==> src/rtl/conv_pkg.sv <==
// Shared definitions for the convolution core and its result collector.
// Default widths here must match the convolution core that feeds the collector.
package conv_pkg;

    localparam int unsigned CONV_DATA_W     = 32;
    localparam int unsigned CONV_IDX_W      = 8;
    localparam int unsigned CONV_FIFO_DEPTH = 16;

    typedef enum logic [1:0] {
        CC_IDLE,
        CC_COLLECT,
        CC_FLUSH,
        CC_DRAIN
    } collector_state_t;

endpackage

==> src/rtl/conv_sync_fifo.sv <==
// Show-ahead synchronous FIFO. The head entry is visible on rdata_o whenever empty_o is low.
// A push into a full FIFO is accepted only if a pop happens in the same cycle.
module conv_sync_fifo #(
    parameter int unsigned WIDTH = 41,
    parameter int unsigned DEPTH = 16
) (
    input  logic             clk,
    input  logic             rstn,
    input  logic             push_i,
    input  logic [WIDTH-1:0] wdata_i,
    input  logic             pop_i,
    output logic [WIDTH-1:0] rdata_o,
    output logic             empty_o,
    output logic             full_o
);

    localparam int unsigned AW = $clog2(DEPTH);

    logic [AW:0]      wptr_q, rptr_q;
    logic [WIDTH-1:0] mem_q [DEPTH];
    logic             do_push, do_pop;

    assign empty_o = (wptr_q == rptr_q);
    assign full_o  = (wptr_q[AW] != rptr_q[AW]) && (wptr_q[AW-1:0] == rptr_q[AW-1:0]);
    assign do_pop  = pop_i && !empty_o;
    assign do_push = push_i && (!full_o || do_pop);

    // Gate the head so the outputs read as zero while nothing is queued.
    assign rdata_o = empty_o ? '0 : mem_q[rptr_q[AW-1:0]];

    always_ff @(posedge clk or negedge rstn) begin
        if (!rstn) begin
            wptr_q <= '0;
            rptr_q <= '0;
        end else begin
            if (do_push) wptr_q <= wptr_q + (AW+1)'(1);
            if (do_pop)  rptr_q <= rptr_q + (AW+1)'(1);
        end
    end

    always_ff @(posedge clk) begin
        if (do_push) mem_q[wptr_q[AW-1:0]] <= wdata_i;
    end

endmodule

==> src/rtl/conv_result_collector.sv <==
// Coalesces repeated partial-sum writes to the same index, queues final z[i] values and streams
// them out over valid/ready, tagging the final sample of each frame.
module conv_result_collector
    import conv_pkg::*;
#(
    parameter int unsigned DATA_W = CONV_DATA_W,
    parameter int unsigned IDX_W  = CONV_IDX_W,
    parameter int unsigned DEPTH  = CONV_FIFO_DEPTH
) (
    input  logic              clk,
    input  logic              rstn,
    input  logic              start_i,
    input  logic              wr_i,
    input  logic [IDX_W-1:0]  idx_i,
    input  logic [DATA_W-1:0] data_i,
    input  logic              done_i,
    output logic              m_valid_o,
    input  logic              m_ready_i,
    output logic [DATA_W-1:0] m_data_o,
    output logic [IDX_W-1:0]  m_idx_o,
    output logic              m_last_o,
    output logic [IDX_W:0]    count_o,
    output logic              overflow_o,
    output logic              busy_o
);

    localparam int unsigned EntW = DATA_W + IDX_W + 1;
    localparam logic [IDX_W:0] CountMax = '1;

    collector_state_t  state_q;
    logic              hold_valid_q;
    logic [IDX_W-1:0]  hold_idx_q;
    logic [DATA_W-1:0] hold_data_q;
    logic [IDX_W:0]    count_q;
    logic              overflow_q;

    logic              push_req, push_ok, fifo_pop;
    logic              fifo_empty, fifo_full;
    logic [EntW-1:0]   push_entry, head;

    // Entry layout: {last, idx, data}
    always_comb begin
        push_req   = 1'b0;
        push_entry = '0;
        case (state_q)
            CC_COLLECT: begin
                if (wr_i && hold_valid_q && (idx_i != hold_idx_q)) begin
                    push_req   = 1'b1;
                    push_entry = {1'b0, hold_idx_q, hold_data_q};
                end
            end
            CC_FLUSH: begin
                if (hold_valid_q) begin
                    push_req   = 1'b1;
                    push_entry = {1'b1, hold_idx_q, hold_data_q};
                end
            end
            default: ;
        endcase
    end

    assign fifo_pop = m_ready_i && !fifo_empty;
    assign push_ok  = !fifo_full || fifo_pop;

    conv_sync_fifo #(
        .WIDTH(EntW),
        .DEPTH(DEPTH)
    ) u_fifo (
        .clk     (clk),
        .rstn    (rstn),
        .push_i  (push_req),
        .wdata_i (push_entry),
        .pop_i   (m_ready_i),
        .rdata_o (head),
        .empty_o (fifo_empty),
        .full_o  (fifo_full)
    );

    always_ff @(posedge clk or negedge rstn) begin
        if (!rstn) begin
            state_q      <= CC_IDLE;
            hold_valid_q <= 1'b0;
            hold_idx_q   <= '0;
            hold_data_q  <= '0;
            count_q      <= '0;
            overflow_q   <= 1'b0;
        end else begin
            if (push_req) begin
                if (!push_ok) begin
                    overflow_q <= 1'b1;
                end else if (count_q != CountMax) begin
                    count_q <= count_q + (IDX_W+1)'(1);
                end
            end
            case (state_q)
                CC_IDLE: begin
                    if (start_i) begin
                        state_q      <= CC_COLLECT;
                        count_q      <= '0;
                        overflow_q   <= 1'b0;
                        hold_valid_q <= 1'b0;
                    end
                end
                CC_COLLECT: begin
                    // Every write lands in the hold register; an index change pushed the old one.
                    if (wr_i) begin
                        hold_valid_q <= 1'b1;
                        hold_idx_q   <= idx_i;
                        hold_data_q  <= data_i;
                    end
                    if (done_i) state_q <= CC_FLUSH;
                end
                CC_FLUSH: begin
                    hold_valid_q <= 1'b0;
                    // No last entry queued means nothing will ever end the drain.
                    state_q <= (hold_valid_q && push_ok) ? CC_DRAIN : CC_IDLE;
                end
                CC_DRAIN: begin
                    if (m_valid_o && m_ready_i && m_last_o) state_q <= CC_IDLE;
                end
                default: state_q <= CC_IDLE;
            endcase
        end
    end

    assign m_valid_o  = !fifo_empty;
    assign m_last_o   = head[EntW-1];
    assign m_idx_o    = head[DATA_W +: IDX_W];
    assign m_data_o   = head[DATA_W-1:0];
    assign count_o    = count_q;
    assign overflow_o = overflow_q;
    assign busy_o     = (state_q != CC_IDLE);

endmodule

==> config.mk <==
export PLATFORM = sky130hd
export DESIGN_NAME = conv_result_collector
export DESIGN_NICKNAME = d
export VERILOG_FILES = /design/src/rtl/conv_pkg.sv /design/src/rtl/conv_sync_fifo.sv /design/src/rtl/conv_result_collector.sv
export SDC_FILE = /design/constraint.sdc
export NUM_CORES = 1
export LEC_CHECK = 0
export CORE_UTILIZATION = 35
export DETAILED_ROUTE_END_ITERATION = 8
export MAX_ROUTING_LAYER = met4
export PLACE_DENSITY_LB_ADDON = 0.05
export SLEW_MARGIN = 20
export SYNTH_ARGS = -nofsm -noshare
export SYNTH_HDL_FRONTEND = slang
export SYNTH_SLANG_ARGS = --single-unit
==> constraint.sdc <==
create_clock -name clk -period 7.8 [get_ports clk]
set_clock_uncertainty 0.1 [all_clocks]
set_input_delay 1.56 -clock clk [delete_from_list [all_inputs] [get_ports clk]]
set_output_delay 1.56 -clock clk [all_outputs]
set_load 0.005 [all_outputs]
# Word-level counts from Yosys, hierarchy flattened
# Memory sizes are Yosys's and may differ from the RTL's.
# Index checks and enable logic that the tools add are counted.
# word_totals
reg_bits,63
latchBits,0
ramBits,656
rom_bits,0
in_bits,46
out_inout_bits,53
elab_cells,66
mem_count,1
# mem_list
memory,words,width,rd,rd_ports_with_merged_regs,write_ports,line_no,text
u_fifo.mem_q,16,41,1,0,1,conv_sync_fifo.sv:20,logic [WIDTH-1:0] mem_q [DEPTH];
# op_classes
addsub,3
multipliers,0
div_mod_pow,0
order_cmp,0
n_eq_ne,12
shift,0
muxes,26
n_bitwise,0
reduce_logical,16
# op_table
op,n
$mux W41,2
$pmux W41 S2,1
$mux W9,5
$mux W40,1
$add A5 B1 Y5 const B,2
$mux W1,10
$add A9 B1 Y9 const B,1
$ne A9 B9 Y1 const B,1
$mux W2,4
$ne A2 B2 Y1 const B,4
$ne A8 B8 Y1,1
$pmux W2 S4,1
$logic_and A1 B1 Y1,7
$reduce_and A3 Y1,2
$eq A5 B5 Y1,1
$eq A2 B2 Y1 const B,2
$eq A4 B4 Y1,1
$pmux W1 S3,1
$reduce_bool A3 Y1,1
$eq A2 B1 Y1 const B,1
$logic_not A1 Y1,2
$logic_not A2 Y1,1
$pmux W1 S2,1
$reduce_and A2 Y1,1
3 further kinds,3

# Logic depth before layout (Yosys ltp)
# depth
word_depth,8
mapped_depth,8

# By module
# A second synthesis with hierarchy kept.
# unflattened
hier_cells,1316
hier_area_um2,27956.8
# modules_own_cells
mod,n_inst,cells_per_inst,area_per_inst_um2
conv_sync_fifo,1,1079,25271.7
conv_result_collector,1,237,2685.1

# Worst setup path after synthesis
# No wires, ideal clock.
# synth_timing
path_type,input-to-reg
from,in wr_i
to,mem u_fifo.mem_q[1][0] (enable)
t_arrival_ps,6613
slack_ps,545
path_stages,6
path_cell_list,nand2_1 > a21oi_1 > o21ai_2 > nor2_1 > buf_2 > nor4bb_1
# synth_between
elab_chain_len,7
# synth_rtl
element,line_no,text
from (decl),conv_result_collector.sv:13,"input logic wr_i,"
$logic_and A1 B1 Y1 (2 in a row),conv_result_collector.sv:47,if (wr_i && hold_valid_q && (idx_i != hold_idx_q)) begin
$mux W1,conv_result_collector.sv:47,
$pmux W1 S2,conv_result_collector.sv:45,case (state_q)
$logic_and A1 B1 Y1,conv_sync_fifo.sv:26,assign do_push = push_i && (!full_o || do_pop);
$mux W1,conv_sync_fifo.sv:42,if (do_push) mem_q[wptr_q[AW-1:0]] <= wdata_i;
$mux W1 (not written as such),conv_sync_fifo.sv:42,
to (decl),conv_sync_fifo.sv:20,
# No other way between the ends.

# Worst setup path in the final report
# layout_timing
from,reg u_fifo.rptr_q[1]
to,out m_last_o
# layout_between
elab_chain_len,2
# layout_rtl
element,line_no,text
from (decl),conv_sync_fifo.sv:19,"logic [AW:0] wptr_q, rptr_q;"
from (signal assigned),conv_sync_fifo.sv:37,if (do_pop) rptr_q <= rptr_q + (AW+1)'(1);
$mem_v2 Z16 W41 or $eq A5 B5 Y1 (tied branches),-,
$mux W41 *,conv_sync_fifo.sv:29,assign rdata_o = empty_o ? '0 : mem_q[rptr_q[AW-1:0]];
to (decl),conv_result_collector.sv:21,"output logic m_last_o,"
# Mark *: on every way between the ends. The rest lies on a longest branch, timed or not.

==> metrics <==
footprint of the multi-input gates=0.00687 mm^2; first-pass GRT wire length=101000 um; IO Count=99; Clk pin slew, worst setup/hold paths=0.06 ns; antenna cells=0; Final Net Count=1470; final hold slack=0.396 ns; Synth area leaders=edfxtp_1, mux4_2, dfrtp_1; die width=287 um; clock sinks=719; Power Dens Cells=353 mW/mm^2; die height=287 um; Core Region=0.0805 mm^2; worst setup path end=m_last_o; Avg WL per Cell=27.5 um; final hold vios=0; post-route ant nets=0; Min-Delay Path Class=reg -> reg; Max Transition Viols Final=0; Critical Path AT=4.01 ns; Tot GR Track Use=17.8%; commonest cells after routing, fill and taps aside=edfxtp_1, mux4_2, clkdlybuf4s50_1, clkbuf_16, and2_1; Iteration-0 DRC Markers=855; post-DR vias/cell=5.17; Initial Util=35.3%; DP HPWL=36000 um; clock root cell=clkbuf_16; Int Pwr=8.58 mW; Worst R2R Start=state_q[1]; final setup TNS=0 ns; Final Cycle Share=72.7%; initial antenna violation count=2; RSZ-0062 raised after global routing=false; Max Fclk=0.176 GHz; Final Setup Violations=0; post-layout util=41.5%; Post-Syn Area=0.0285 mm^2; worst setup path class=reg -> out; Synth Area per Inst=22.5 um^2; drt pass-1 iters=5; reg-to-reg slack, setup=3.41 ns; GR Overflow Total=0; number of H-tree levels=3; number of global-route vias before repair=14066; sequential share of the synthesized area=74.8%; commonest non-fill, non-tap cell in the layout=edfxtp_1; Synth area leader=edfxtp_1; PostCTS Resize Cnt=0; largest net degree at the start of global routing=138; PortBufs=98; LEAKAGE=10.8 nW; layout cells sized above 1=25.4%; Combinational Power Share=27.8%; CTS Hold Bufs=0; syn_nets=1323; worst vdd ir=0.250 mV; Num CTS Buffers=82; status=finished, final reports clean; # fillers=7034; NetSw=3.22 mW; via count=13121; routed wire length=69700 um; worst-margin pin slew=1.05 ns; Synth Instances=1265; GP Congestion=0.723; Yosys top cell area share=69.2%; Worst slew margin=29.7%; post-layout min period=5.67 ns; Max Cap Viol=0; FP Rows=104; Async SR Flop Fraction=8.76%; # Post-CTS Setup Buffers=0; Crit. End Element=output pin; number of flops mapped to enable cells by yosys=656; die area=0.0824 mm^2; YS warnings=0; worst setup path startpoint=u_fifo.rptr_q[1]; Clk pwr share=32.0%; Yosys reg bits=719; CP startpoint kind=flop; Yosys cell types=45; reg2reg end=u_fifo.mem_q[13][5]; Residual DRC=0; most frequently used flop master after synthesis=edfxtp_1; clk_lat worst skew=0.61 ns; critical path fanouts, max=137; sequential power share=40.2%; CTS tree=yes; Worst Path Required=6.14 ns; switching power share of the total=27.3%; Max clock buf depth=3; P&R area growth vs syn=17.5%; Worst Reg-to-Reg Cells=8; sequential cell area=0.0213 mm^2
[cell families after synthesis]
kind of cell               after synthesis  share of synthesized area (%)
adders and majority gates               12                          0.528
muxes                                  252                           18.6
buffers and inverters                   76                           1.42
and+or+nand+nor                        156                           3.39
DFF                                    719                           74.8
AOI/OAI and AO/OA                       29                          0.673
xor gates and xnor gates                21                          0.646
[sequential cells by signal, indices dropped and copies added (netlist names)]
| signal | flops |
|---|---|
| u_fifo.mem_q | 656 |
| u_fifo.rptr_q | 5 |
| hold_idx_q | 8 |
| u_fifo.wptr_q | 5 |
| hold_valid_q | 1 |
| count_o | 9 |
| hold_data_q | 32 |
| state_q | 2 |
| overflow_o | 1 |
[worst min-delay path by stage]
stage,from,end,slack [ns],depth (start not counted)
after CTS,u_fifo.wptr_q[4],u_fifo.wptr_q[4],0.39,1
after global placement,u_fifo.wptr_q[4],u_fifo.wptr_q[4],0.38,1
after global routing,u_fifo.rptr_q[4],u_fifo.rptr_q[4],0.41,1
after detailed placement,u_fifo.wptr_q[4],u_fifo.wptr_q[4],0.38,1
final,u_fifo.rptr_q[4],u_fifo.rptr_q[4],0.40,1
after floorplan,u_fifo.wptr_q[4],u_fifo.wptr_q[4],0.36,1
[area by class of cell]
cell class,count,share of cell area (%)
Multi-Input combinational cell,470,20.5
Clock buffer,111,6.80
Clock inverter,40,1.12
Inverter,10,0.112
Tap cell,1060,3.97
Sequential cell,719,63.7
Timing Repair Buffer,129,3.79
[cells in the mapped netlist, types with 2 or more instances]
library cell	count
a311oi_1	2
a31oi_1	4
a21oi_1	8
and4_1	10
nand4_1	5
nor3_1	2
xor2_1	5
mux2i_1	7
nor4bb_1	4
edfxtp_1	656
buf_6	7
nor4_1	4
nor2_1	11
o21a_1	2
buf_4	11
nand2_1	14
xnor2_1	16
o31ai_1	3
buf_2	6
clkbuf_1	31
a2bb2oi_1	2
nand3_1	6
nand2b_1	5
dfrtp_1	63
and4b_1	4
or2_2	2
o21ai_0	2
buf_1	10
and2_1	84
mux4_2	157
mux2_2	42
mux4_1	46
or3_1	2
ha_1	12
inv_1	10
[critical path: stages (launching register included)]
cell and delay (ns):
dfrtp_4 0.80, buf_12 0.76, mux4_2 0.42, mux2_2 0.29
a22oi_1 0.41, nor2_1 0.18, clkdlybuf4s50_1 0.50
[layer usage]
layer	vias up	GRT usage (%)	part of all wire, %
met5	-	-	0
met4	0	4.44	1.6
met3	74	2.36	3.4
met2	255	27.8	48
met1	7176	24.8	47
li1	5616	-	-
[stage by stage]
step	total power, mW	setup WS (ns)	area [um^2]	std cells
finish	11.8	2.13	33400	2539
global route	12.4	1.91	33400	2539
CTS	12.0	1.83	33400	2537
detailed placement	8.20	2.09	30800	2386
global placement	8.20	2.18	30800	2386
floorplan	6.87	0.545	28500	1265
[power by group through the flow]
stage / Combinational, mW / Sequential (mW) / Clock (mW)
2_1_floorplan: 2.25 / 4.62 / 0
3_3_place_gp: 3.32 / 4.88 / 0
3_5_place_dp: 3.33 / 4.88 / 0
4_1_cts: 3.33 / 4.80 / 3.89
5_1_grt: 3.54 / 4.78 / 4.04
6_report: 3.28 / 4.74 / 3.77
(Power assumes the default switching activity.)
